### src/rtl/dac_control.sv
// Serial DAC transmitter: EBI register writes feed a small frame FIFO; frames are shifted
// MSB-first on dac_sclk/dac_din framed by dac_cs_n, optionally held until a start time.
// Optional feature macro: DAC_LDAC_EN (adds the LDAC pulse state after each frame).
module dac_control #(
  parameter int unsigned MIN_CHANNEL     = 0,
  parameter int unsigned MAX_CHANNEL     = 1,
  parameter int unsigned CLK_DIV         = 4,
  parameter int unsigned FIFO_DEPTH_LOG2 = 2
) (
  input  logic        clk_i,
  input  logic        reset_i,
  input  logic [15:0] addr_i,
  input  logic [31:0] data_in_i,
  input  logic        enable_i,
  input  logic        re_i,
  input  logic        wr_i,
  output logic [15:0] data_out_o,
  input  logic [31:0] current_time_i,
  output logic        dac_sclk_o,
  output logic        dac_cs_n_o,
  output logic        dac_din_o,
  output logic        dac_ldac_n_o,
  output logic        busy_o
);

  localparam int unsigned Depth = 1 << FIFO_DEPTH_LOG2;
  localparam int unsigned DivW  = (CLK_DIV > 1) ? $clog2(CLK_DIV) : 1;
  localparam int unsigned CntW  = FIFO_DEPTH_LOG2 + 1;

  typedef enum logic [2:0] {StIdle, StLoad, StShift, StGap, StLdac} state_e;

  state_e                     state_q, state_d;
  logic [DivW-1:0]            div_q, div_d;
  logic                       phase_q, phase_d;
  logic [3:0]                 bitcnt_q, bitcnt_d;
  logic [15:0]                shreg_q, shreg_d;
  logic [15:0]                frame_q, frame_d;
  logic [15:0]                last_q, last_d;
  logic                       ovf_q, ovf_d;
  logic [31:0]                start_time_q;
  logic [15:0]                data_out_q, data_out_d;
  logic [15:0]                mem_q [Depth];
  logic [FIFO_DEPTH_LOG2-1:0] wptr_q, rptr_q;
  logic [CntW-1:0]            count_q;

  // Channel decode without a borrow-prone unsigned compare against MIN_CHANNEL.
  logic [8:0]  ch_off;
  logic        sel;
  logic [2:0]  ch;
  logic [3:0]  reg_sel;
  assign ch_off  = {1'b0, addr_i[15:8]} - 9'(MIN_CHANNEL);
  assign sel     = enable_i && !ch_off[8] && (ch_off <= 9'(MAX_CHANNEL - MIN_CHANNEL));
  assign ch      = ch_off[2:0];
  assign reg_sel = addr_i[3:0];

  logic        empty, full, time_ok, pop, push_req, push, ovf_set, ovf_rd, ht;
  logic [15:0] push_data;
  assign empty     = (count_q == '0);
  assign full      = (count_q == CntW'(Depth));
  assign time_ok   = (start_time_q == '0) || (current_time_i >= start_time_q);
  assign pop       = (state_q == StIdle) && !empty && time_ok;
  assign push_req  = sel && wr_i && ((reg_sel == 4'h4) || (reg_sel == 4'h5));
  assign push      = push_req && (!full || pop);
  assign ovf_set   = push_req && !push;
  assign ovf_rd    = sel && re_i && (reg_sel == 4'hE);
  assign push_data = (reg_sel == 4'h5) ? {1'b0, ch, data_in_i[11:0]} : data_in_i[15:0];
  assign ht        = (div_q == DivW'(CLK_DIV - 1));
  assign ovf_d     = ovf_set || (ovf_q && !ovf_rd);

  // FIFO storage; contents need no reset since the pointers define validity.
  always_ff @(posedge clk_i) begin
    if (push) mem_q[wptr_q] <= push_data;
  end

  // FIFO pointers, fill count and status registers.
  always_ff @(posedge clk_i) begin
    if (reset_i) begin
      wptr_q       <= '0;
      rptr_q       <= '0;
      count_q      <= '0;
      ovf_q        <= 1'b0;
      start_time_q <= '0;
      data_out_q   <= '0;
    end else begin
      if (push) wptr_q <= wptr_q + 1'b1;
      if (pop)  rptr_q <= rptr_q + 1'b1;
      if (push && !pop)      count_q <= count_q + 1'b1;
      else if (pop && !push) count_q <= count_q - 1'b1;
      ovf_q      <= ovf_d;
      data_out_q <= data_out_d;
      if (sel && wr_i && (reg_sel == 4'h6)) start_time_q <= data_in_i;
    end
  end

  // Register read mux; data_out returns to zero on any cycle without a read.
  always_comb begin
    data_out_d = '0;
    if (sel && re_i) begin
      case (reg_sel)
        4'h9:    data_out_d = 16'h0DAC;
        4'hA:    data_out_d = {15'h0, busy_o};
        4'hB:    data_out_d = last_q;
        4'hD:    data_out_d = 16'(count_q);
        4'hE:    data_out_d = {15'h0, ovf_q};
        default: data_out_d = '0;
      endcase
    end
  end

  // Transmit FSM state and datapath registers.
  always_ff @(posedge clk_i) begin
    if (reset_i) begin
      state_q  <= StIdle;
      div_q    <= '0;
      phase_q  <= 1'b0;
      bitcnt_q <= '0;
      shreg_q  <= '0;
      frame_q  <= '0;
      last_q   <= '0;
    end else begin
      state_q  <= state_d;
      div_q    <= div_d;
      phase_q  <= phase_d;
      bitcnt_q <= bitcnt_d;
      shreg_q  <= shreg_d;
      frame_q  <= frame_d;
      last_q   <= last_d;
    end
  end

  // Next-state logic; phase_q doubles as the 2-half-tick counter in GAP and LDAC.
  always_comb begin
    state_d  = state_q;
    div_d    = ht ? '0 : div_q + 1'b1;
    phase_d  = phase_q;
    bitcnt_d = bitcnt_q;
    shreg_d  = shreg_q;
    frame_d  = frame_q;
    last_d   = last_q;
    case (state_q)
      StIdle: begin
        div_d = '0;
        if (pop) begin
          state_d  = StLoad;
          shreg_d  = mem_q[rptr_q];
          frame_d  = mem_q[rptr_q];
          phase_d  = 1'b0;
          bitcnt_d = '0;
        end
      end
      StLoad: begin
        if (ht) state_d = StShift;
      end
      StShift: begin
        if (ht) begin
          if (!phase_q) begin
            phase_d = 1'b1;
          end else begin
            phase_d  = 1'b0;
            shreg_d  = {shreg_q[14:0], 1'b0};
            bitcnt_d = bitcnt_q + 1'b1;
            if (bitcnt_q == 4'd15) begin
              state_d = StGap;
              last_d  = frame_q;
            end
          end
        end
      end
      StGap: begin
        if (ht) begin
          phase_d = ~phase_q;
`ifdef DAC_LDAC_EN
          if (phase_q) state_d = StLdac;
`else
          if (phase_q) state_d = StIdle;
`endif
        end
      end
      StLdac: begin
        if (ht) begin
          phase_d = ~phase_q;
          if (phase_q) state_d = StIdle;
        end
      end
      default: state_d = StIdle;
    endcase
  end

  // Serial outputs decoded from registered state.
  always_comb begin
    dac_cs_n_o = !((state_q == StLoad) || (state_q == StShift));
    dac_sclk_o = (state_q == StShift) ? phase_q : 1'b1;
    dac_din_o  = dac_cs_n_o ? 1'b0 : shreg_q[15];
`ifdef DAC_LDAC_EN
    dac_ldac_n_o = (state_q != StLdac);
`else
    dac_ldac_n_o = 1'b0;
`endif
  end

  assign busy_o     = !empty || (state_q != StIdle);
  assign data_out_o = data_out_q;

endmodule

### config.mk
export PLATFORM = sky130hd
export DESIGN_NAME = dac_control
export DESIGN_NICKNAME = d
export VERILOG_FILES = /design/src/rtl/dac_control.sv
export SDC_FILE = /design/constraint.sdc
export NUM_CORES = 1
export LEC_CHECK = 0
export CAP_MARGIN = 20
export CORE_ASPECT_RATIO = 1.2
export CORE_UTILIZATION = 55
export DETAILED_ROUTE_END_ITERATION = 7
export GPL_ROUTABILITY_DRIVEN = 0
export GPL_TIMING_DRIVEN = 0
export PLACE_DENSITY = 0.76
export SLEW_MARGIN = 20
export SYNTH_ARGS = -nofsm -noshare
export SYNTH_HDL_FRONTEND = slang
export SYNTH_SLANG_ARGS = --single-unit
### constraint.sdc
create_clock -name clk_i -period 5 [get_ports clk_i]
set_input_delay 1 -clock clk_i [delete_from_list [all_inputs] [get_ports clk_i]]
set_output_delay 1 -clock clk_i [all_outputs]
set_load 0.01 [all_outputs]
======== Word-level counts from Yosys, hierarchy flattened ========
Memory sizes are Yosys's and may differ from the RTL's. A register that Yosys moved wholly into a read port is not among the register bits.
Index checks and enable logic that the tools add are counted.
word-level totals
  register bits after elaboration ......... 114
  memory bits (writable) .................. 64
  input bits .............................. 85
  output and inout port bits .............. 21
  logic and storage cells ................. 117
  memories ................................ 1
memories
  memory  words  width  rd ports  clocked after memory_dff  write ports  RTL line  source
  mem_q   4      16     1         1                         1            42        logic [15:0] mem_q [Depth];
cells by class
  add/sub/neg operators ................... 6
  magnitude comparators ................... 2
  equal/unequal tests ..................... 22
  muxes and demuxes ....................... 31
  bitwise logic cells ..................... 2
  reduce and logical (&&, ||, !) cells .... 40
operator list
  cell                                                             count
  one-hot mux 16 bit (5 select lines)                              1
  two-way mux 16 bit                                               4
  >= comparator 32 bit                                             1
  zero test 32 bit                                                 1
  one-hot mux 16 bit (2 select lines)                              1
  two-way mux 3 bit                                                9
  equality test 4 bit (second input constant)                      6
  logical AND 1 bit                                                13
  equality test 4 x 3 -> 1 bit (second input constant)             3
  two-way mux 4 bit                                                3
  one-hot mux 3 bit (4 select lines)                               1
  AND reduction 4 bit                                              3
  inequality test 2 bit (second input constant)                    5
  less-or-equal comparator 8 x 1 -> 1 bit (second input constant)  1
  two-way mux 1 bit                                                8
  one-hot mux 4 bit (2 select lines)                               1
  AND reduction 7 bit                                              1
  adder 2 x 1 -> 2 bit (second input constant)                     3
  equality test 3 x 2 -> 1 bit (second input constant)             2
  equality test 3 bit (second input constant)                      2
  zero test 1 bit                                                  6
  zero test 3 bit                                                  2
  logical OR 1 bit                                                 6
  nonzero test 3 bit                                               2
  13 further kinds                                                 18

======== Longest topological paths before layout ========
Gate-level depths: netlist of the first run.
  word-level depth ........................ 10
  depth in mapped cells ................... 14
  depth with buffers taken out ............ 14

======== Worst setup path after synthesis of the first run ========
No wires, ideal clock.
  path kind ............................... input-to-reg
  from .................................... input current_time_i[22]
  to ...................................... register count_q[2]
  library setup time ...................... 70 ps
  data arrival time ....................... 3905 ps
  data required time ...................... 4930 ps
  path slack .............................. 1025 ps
  stages on the path ...................... 13
  buffers on the path ..................... 1
  path through ............................ ha_1 -> a21oi_1 -> nand2_1 -> a221o_1 -> a2111o_1 -> o21ai_2 -> buf_4 -> ha_1 -> inv_1 -> fa_1 -> xor2_1 -> or3_1 -> a21oi_1
between the ends
  longest elaborated chain between the ends .. 8
  elaborated cells between the ends (all ways) .. 11
  classes of those cells .................. order compare (1); mux (1); reduce/logical (9)
ends and longest elaborated chain
  what                                 RTL line  source
  from (decl)                          18        input logic [31:0] current_time_i,
  >= comparator 32 bit *               60        assign time_ok = (start_time_q == '0) || (current_time_i >= start_time_q);
  logical OR 1 bit *                   60
  logical AND 1 bit *                  61        assign pop = (state_q == StIdle) && !empty && time_ok;
  logical OR 1 bit                     63        assign push = push_req && (!full || pop);
  logical AND 1 bit                    63
  zero test 1 bit                      88        else if (pop && !push) count_q <= count_q - 1'b1;
  logical AND 1 bit                    88
  nonzero test 2 bit (no source line)  n/a
  to (signal assigned)                 87        if (push && !pop) count_q <= count_q + 1'b1;
  to (signal assigned)                 88
  to (decl)                            44        logic [CntW-1:0] count_q;
Mark *: on every way between the ends. The rest lies on a longest branch, timed or not.
A chain may end at the register's enable or synchronous reset.

======== Final worst setup path of the first run ========
  from .................................... input current_time_i[30]
  to ...................................... register count_q[2]
between the ends
  longest elaborated chain between the ends .. 8
  elaborated cells between the ends (all ways) .. 11
  classes of those cells .................. order compare (1); mux (1); reduce/logical (9)
ends and longest elaborated chain
  what                                 RTL line  source
  >= comparator 32 bit *               60
  logical OR 1 bit *                   60
  logical AND 1 bit *                  61
  logical OR 1 bit *                   63
  logical AND 1 bit *                  63
  net push                             56        logic empty, full, time_ok, pop, push_req, push, ovf_set, ovf_rd, ht;
  zero test 1 bit                      88
  logical AND 1 bit                    88
  nonzero test 2 bit (no source line)  n/a
Mark *: on every way through the listed nets, which the timed path passes. The rest lies on a longest branch.

==> metrics.md, run 1 <==
| Metric | Value |
|---|---|
| Slowest CP cell | `nor4_1` |
| Net Sw Frac | `32.3%` |
| Vias per cell | `5.48` |
| Status | `complete, but fails checks` |
| Worst setup margin | `462 ps` |
| Port Buffers | `100` |
| CTS tree | `done` |
| Setup Fix Bufs, Post-CTS | `0` |
| Place WS | `117 ps` |
| DP Wirelength | `13.1 mm` |
| Post-CTS Resized | `0` |
| Critical Path AT | `4890 ps` |
| Synth top area share | `29.4%` |
| Crit Path Max Fanout | `7` |
| Internal power | `3.05 mW` |
| Max-cap viol count | `0` |
| TritonRoute pass-1 iters | `7` |
| Clock transition at path regs | `70 ps` |
| Final setup viols | `0` |
| Reg power frac | `39.3%` |
| Finished Layout Cells | `1035` |
| Hold WC Path Type | `register to register` |
| Total inserted antenna cells | `0` |
| H-tree depth | `4` |
| Setup TNS | `0 ps` |
| TritonCTS Buffers | `17` |
| Worst R2R Path Depth | `14` |
| Worst Hold Endpoint | `data_out_o[10]$_SDFF_PP0_` |
| Startpoint types | `primary input` |
| Placed inst area | `9070 um2` |
| Detail Route Antenna Nets | `0` |
| Initial antenna violation count | `0` |
| Total core area | `13900 um2` |
| Setup CP Type | `primary input to register` |
| R2r startpoint | `start_time_q[29]$_SDFFE_PP0P_` |
| CP Cell Sequence | `clkdlybuf4s50_1, ha_1, nand4_1, nor4_1, inv_1, a31oi_1, o21ai_2, a21oi_2, ha_1, inv_1, fa_1, xor2_1, or3_1, a21oi_1` |
| Placed cells | `1003` |
| Die X | `111 um` |
| First-pass GRT wire length | `28.0 mm` |
| Mapped Area | `7840 um2` |
| Max Buffers Root-to-Sink | `2` |
| Filler cell count | `1032` |
| EDFF count, synth | `64` |
| WL/cell | `16.7 um` |
| Flops & latches, synth | `179` |
| NumNets Final | `981` |
| Synth top area cells | `dfxtp_1 29%, edfxtp_1 25%, mux2i_1 8.7%` |
| Crit. End Element | `register` |
| Max incr delay on CP | `660 ps` |
| RSZ-0062 raised after global routing | `false` |
| Clk Latency, worst-skew pair | `430 ps` |
| Synth-to-layout area growth | `23.2%` |
| Flop-to-flop setup slack | `1030 ps` |
| Final Cell Area | `9660 um2` |
| Starting DRT DRC Count | `462` |
| Gr ovfl total | `0` |
| DRC Markers | `16` |
| I/O Pins | `106` |
| Max transition margin | `41.7%` |
| Crit. Startpoint | `current_time_i[30]` |
| Clock power frac | `29.3%` |
| Pleak | `3.87 nW` |
| FP Rows | `47` |
| Number of global-route vias before repair | `5909` |
| Hold Crit Depth | `2` |
| Comb power frac | `31.5%` |
| Yosys cell types | `50` |
| Period utilization | `90.8%` |
| Starting Density | `56.5%` |
| R2R Path End | `count_q[2]$_SDFFE_PP0P_` |
| Final Skew | `12.9 ps` |
| Fmax | `220 MHz` |
| Maximum vdd drop | `0.000261 V` |
| Detailed-route via count | `5673` |
| Register area share after synthesis | `53.9%` |
| Layout cells sized above 1 | `7.41%` |
| Min Tclk post-route | `4540 ps` |
| Switch Pwr | `1.45 mW` |
| Pin count of the biggest net entering global routing | `19` |
| Hold_buf cts | `0` |
| Yosys warning total | `0` |
| Hold path start | `last_q[10]$_SDFFE_PP0P_` |
| WL final | `17.3 mm` |
| GR Util All Layers | `24.7%` |
| Final Hold Fails | `0` |
| PwrDens | `466 nW/um2` |
| Ys flop type | `dfxtp_1` |
| Asr flop ratio synth | `0%` |
| Net count after synthesis | `861` |
| Root Driver | `clkbuf_16` |
| Violated checks | `DRC` |
| Worst-Margin Slew | `875 ps` |
| Clk sinks | `179` |
| Final Max Slew Viols | `0` |
| Syn Area/Cell | `10.7 um2` |
| Largest area contributor in the netlist | `dfxtp_1` |
| Die ar. | `14700 um2` |
| Die H | `133 um` |
| Worst Path Required | `5350 ps` |
| Mapped Cells | `731` |
worst max path at each step:
stage | end | slack (ps)
2_1_floorplan | count_q[2]$_SDFFE_PP0P_ | 1020
3_3_place_gp | count_q[2]$_SDFFE_PP0P_ | 260
3_5_place_dp | count_q[2]$_SDFFE_PP0P_ | 120
4_1_cts | count_q[2]$_SDFFE_PP0P_ | 480
5_1_grt | count_q[2]$_SDFFE_PP0P_ | 200
6_report | count_q[2]$_SDFFE_PP0P_ | 460
synth_stat cells, types with 2 or more instances:
cell type	number
edfxtp_1	64
a2111o_1	2
clkbuf_1	22
nand3_1	10
nor2_1	86
mux4_2	16
nand3b_1	2
nor4_1	11
o21ai_1	2
nor4b_1	2
xor2_1	3
nand2b_1	6
a21oi_1	47
or3_1	3
nand4_1	10
buf_1	4
buf_6	2
and2_1	14
nor3_1	7
o21ai_0	7
nand2_1	97
ha_1	44
a32oi_1	2
nor2b_1	5
dfxtp_1	115
mux2_2	3
buf_4	3
a31oi_1	2
mux2i_1	68
inv_1	52
metal layers:
layer	vias up	global-route usage, %	share of wire (%)
met3	37	5.91	5.5
met5	-	0	0
met4	0	12.3	3.2
met2	201	46.3	54
li1	2767	-	-
met1	2668	25.7	37
critical path: cells and delay by family:
| family | cells | cell delay [ps] |
|---|---|---|
| AOI/OAI and AO/OA | 4 | 1070 |
| xor gates and xnor gates | 1 | 180 |
| adders and majority gates | 3 | 970 |
| buffers and inverters | 3 | 570 |
| and+or+nand+nor | 3 | 1100 |
cell usage in the layout, fill, tap and decap left out, types with 7 or more instances in the layout:
master and instances:
nand2_1 97, inv_1 52, a21oi_1 47, nand3_1 10, o21ai_0 7, ha_1 44, nor4_1 11, nand4_1 10
clkbuf_16 17, nor3_1 7, mux4_2 16, clkbuf_1 22, dfxtp_1 115, clkdlybuf4s50_1 100, and2_1 14, nor2_1 86
mux2i_1 68, edfxtp_1 64
cell type report:
type	instances	area (um2)	area share (%)
sequential	179	4220	43.7
clock buffer	17	425	4.40
tap	171	214	2.21
buffer	32	148	1.53
timing repair buffer	101	1010	10.4
clock inverter	15	168	1.74
multi-input combinational	467	3280	33.9
inverter	53	199	2.06
stage by stage:
step	power (mW)	hold slack, ps	utilization (%)
2_1_floorplan	2.82	407	-
3_3_place_gp	3.14	417	65.2
3_5_place_dp	3.20	430	65.3
4_1_cts	4.51	442	69.6
5_1_grt	4.71	467	69.6
6_report	4.50	444	69.6
power groups by stage:
| stage | Clock, mW | Sequential, mW | Combinational [mW] |
|---|---|---|---|
| after floorplan | 0 | 1.77 | 1.06 |
| after global placement | 0 | 1.79 | 1.35 |
| after detailed placement | 0 | 1.80 | 1.40 |
| after CTS | 1.33 | 1.76 | 1.42 |
| after global routing | 1.39 | 1.79 | 1.54 |
| final | 1.32 | 1.77 | 1.42 |
cells by family after synthesis:
logic type               Yosys count  synth area share, %
XOR/XNOR                           3                0.335
AO/OA/AOI/OAI                     73                 5.63
multiplexers                      88                 13.9
AND/OR/NAND/NOR                  257                 14.6
adder cells (fa/ha/maj)           45                 7.28
other                              1               0.0478
buffers and inverters             85                 4.42
flip-flops                       179                 53.9
sequential cells by signal (all words and copies together), names as in the netlist, 3 cells and up, named ones only:
signal and cells:
start_time_q 32, shreg_q 16, count_q 3, data_out_o 16
frame_q 16, mem_q 64, bitcnt_q 4, last_q 16
Note: power is estimated with default switching activity, not from simulation.
==> run 2, diff against run 1 <==
CAP_MARGIN = default   (was 20)
==> results of run 2 <==
Same layout as run 1: the final DEF is identical, and so are final timing and power.
==> run 3, diff against run 2 <==
CORE_UTILIZATION = 59   (was 55)
PLACE_DENSITY = 0.81   (was 0.76)
SLEW_MARGIN = 10   (was 20)
clock period = 5.6 ns   (was 5 ns; I/O delays follow)
==> run 3 against run 2 <==
Net effect: the flow now finishes without violations; final area fell by 0.28%; sequential cell count is the same; count of clock-buffer cells in the layout increased by 1; clock power is 12% lower; register-to-register slack gained 600 ps; die area decreased by 6.7%; sequential power fell by 11%; wire length grew 2.0%; via count grew 2.0%; combinational power decreased by 11%; total power fell by 11%; critical endpoint unchanged; largest power group unchanged.
==> metrics.md, run 3 (synthesis gave the netlist of run 1 again) <==
| Metric | Value |
|---|---|
| Status | `finished clean` |
| DRC Markers | `0 (-16)` |
| Clk sinks | `179 (unchanged)` |
| Slowest CP cell | `nor4_1` |
| Clock transition at path regs | `70 ps (about the same)` |
| First-pass GRT wire length | `28.2 mm (+0.49%)` |
| Total core area | `12800 um2 (-7.9%)` |
| Final Max Slew Viols | `0 (unchanged)` |
| TritonRoute pass-1 iters | `5 (-2)` |
| Clock power frac | `29.0% (-0.3 points)` |
| Max transition margin | `41.6% (about the same)` |
| Gr ovfl total | `0 (unchanged)` |
| Min Tclk post-route | `4670 ps` |
| Worst-Margin Slew | `873 ps (-1.85 ps)` |
| Metal2 WL | `9.23 mm (-0.69%)` |
| Die X | `107 um (-3.4%)` |
| RSZ-0062 raised after global routing | `false` |
| Vias per cell | `5.63 (+2.8%)` |
| WL final | `17.6 mm (+2.0%)` |
| Setup CP Type | `primary input to register` |
| Die H | `128 um (-3.4%)` |
| Worst Path Buf+Inv | `3 (unchanged)` |
| Internal power | `2.69 mW (-12%)` |
| Most frequent cells in the layout | `115 x dfxtp_1, 100 x clkdlybuf4s50_1, 97 x nand2_1` |
| Period utilization | `83.4%` |
| WL/cell | `17.1 um (+2.8%)` |
| PwrDens | `416 nW/um2 (-11%)` |
| Clk Latency, worst-skew pair | `440 ps (about the same)` |
| CP Cell Sequence | `clkdlybuf4s50_1, ha_1, nand4_1, nor4_1, inv_1, a31oi_1, o21ai_2, a21oi_2, ha_1, inv_1, fa_1, xor2_1, or3_1, a21oi_1` |
| Fmax | `214 MHz` |
| DP Wirelength | `13.1 mm (about the same)` |
| Detailed-route via count | `5785 (+2.0%)` |
| Maximum vdd drop | `0.000269 V (+3.0%)` |
| Hold_buf cts | `0 (unchanged)` |
| Die ar. | `13800 um2 (-6.7%)` |
| FP Rows | `45 (-4.3%)` |
| Final Hold Fails | `0 (unchanged)` |
| NumNets Final | `980 (-0.10%)` |
| Initial antenna violation count | `0 (unchanged)` |
| Setup TNS | `0 ps (unchanged)` |
| Filler cell count | `841 (-19%)` |
| Total inserted antenna cells | `0 (unchanged)` |
| Worst setup margin | `928 ps (+465 ps)` |
| Starting Density | `61.3% (+4.8 points)` |
| I/O Pins | `106 (unchanged)` |
| Biggest regs | `mem_q: 64 flops, start_time_q: 32 flops` |
| Setup Fix Bufs, Post-CTS | `0 (unchanged)` |
| Detail Route Antenna Nets | `0 (unchanged)` |
| Final Skew | `19.9 ps (+6.97 ps)` |
| Hold WC Path Type | `register to register` |
| Switch Pwr | `1.32 mW (-9.3%)` |
| Layout cells sized above 1 | `7.18% (-0.22 points)` |
| Worst Path Required | `5970 ps (+620 ps)` |
| Critical Path AT | `5040 ps (+150 ps)` |
| Pin count of the biggest net entering global routing | `20 (+1)` |
| Met3 Wirelength | `1.06 mm (+12%)` |
| Wire length on met1 | `6.51 mm (+0.74%)` |
| Number of global-route vias before repair | `6002 (+1.6%)` |
| Starting DRT DRC Count | `239 (-48%)` |
| Max-cap viol count | `0 (unchanged)` |
| CTS tree | `done` |
| Max reg flops | `64 (unchanged)` |
| Final core occ | `75.4% (+5.8 points)` |
| GR Util All Layers | `27.3% (+2.6 points)` |
| Synth-to-layout area growth | `22.9%` |
| Pleak | `3.87 nW (-0.17%)` |
| Max Buffers Root-to-Sink | `2 (unchanged)` |
| Max incr delay on CP | `670 ps (about the same)` |
| Delay-heaviest family, CP | `simple AND/OR/NAND/NOR gates` |
| Highest Signal Layer | `met4` |
| Crit Path Max Fanout | `7 (unchanged)` |
| Post-CTS Resized | `0 (unchanged)` |
| Reg power frac | `39.5% (+0.2 points)` |
| Crit. End Element | `register` |
| Startpoint types | `primary input` |
| Comb power frac | `31.5% (about the same)` |
| Largest Register | `mem_q` |
| Net Sw Frac | `32.9% (+0.62 points)` |
| TritonCTS Buffers | `17 (unchanged)` |
| Root Driver | `clkbuf_16` |
| Final setup viols | `0 (unchanged)` |
| Place WS | `569 ps (+452 ps)` |
| Commonest non-fill, non-tap cell in the layout | `dfxtp_1` |
| H-tree depth | `4 (unchanged)` |
| Port Buffers | `100 (unchanged)` |
[run 3: worst min-delay path, cell delays in order (launching register included)]
cell     delay [ps]
dfxtp_1         310
nand2_1          50
a21oi_1          50
[run 3: stage by stage]
stage | area, um2 | power, mW | std cells | hold WS, ps
5_1_grt | 9630 | 4.19 | 1027 | 471
3_3_place_gp | 9050 | 2.79 | 995 | 419
3_5_place_dp | 9050 | 2.85 | 995 | 440
6_report | 9630 | 4.00 | 1027 | 445
4_1_cts | 9630 | 4.01 | 1027 | 449
2_1_floorplan | 7840 | 2.52 | 731 | 407
[run 3: worst paths after layout]
path / start / to / slack, ps / depth (start not counted)
min reg2reg: frame_q[15]$_SDFFE_PP0P_ / last_q[15]$_SDFFE_PP0P_ / 440 / 2
min: frame_q[15]$_SDFFE_PP0P_ / last_q[15]$_SDFFE_PP0P_ / 440 / 2
max reg2reg: start_time_q[29]$_SDFFE_PP0P_ / count_q[2]$_SDFFE_PP0P_ / 1630 / 14
max: current_time_i[29] / count_q[2]$_SDFFE_PP0P_ / 930 / 14
[run 3: metal layers]
layer | vias up | track usage (%)
met3 | 65 | 6.51
met5 | - | 0
li1 | 2774 | -
met4 | 0 | 16.9
met1 | 2722 | 27.1
met2 | 224 | 50.7
[run 3: layout make-up]
class | count | area (um2) | area share (%)
plain buffers | 32 | 148 | 1.53
clock buffers | 18 | 429 | 4.45
clock inverters | 14 | 153 | 1.58
inverters | 53 | 199 | 2.06
multi-input cells | 467 | 3280 | 34.0
flip-flops and latches | 179 | 4220 | 43.8
well taps | 164 | 205 | 2.13
repair buffers | 100 | 1000 | 10.4
[run 3: power by group through the flow]
| stage | Clock (mW) | Sequential (mW) | Combinational, mW |
|---|---|---|---|
| finish | 1.16 | 1.58 | 1.26 |
| global route | 1.22 | 1.59 | 1.37 |
| CTS | 1.17 | 1.58 | 1.26 |
| detailed placement | 0 | 1.61 | 1.25 |
| global placement | 0 | 1.60 | 1.20 |
| floorplan | 0 | 1.58 | 0.943 |
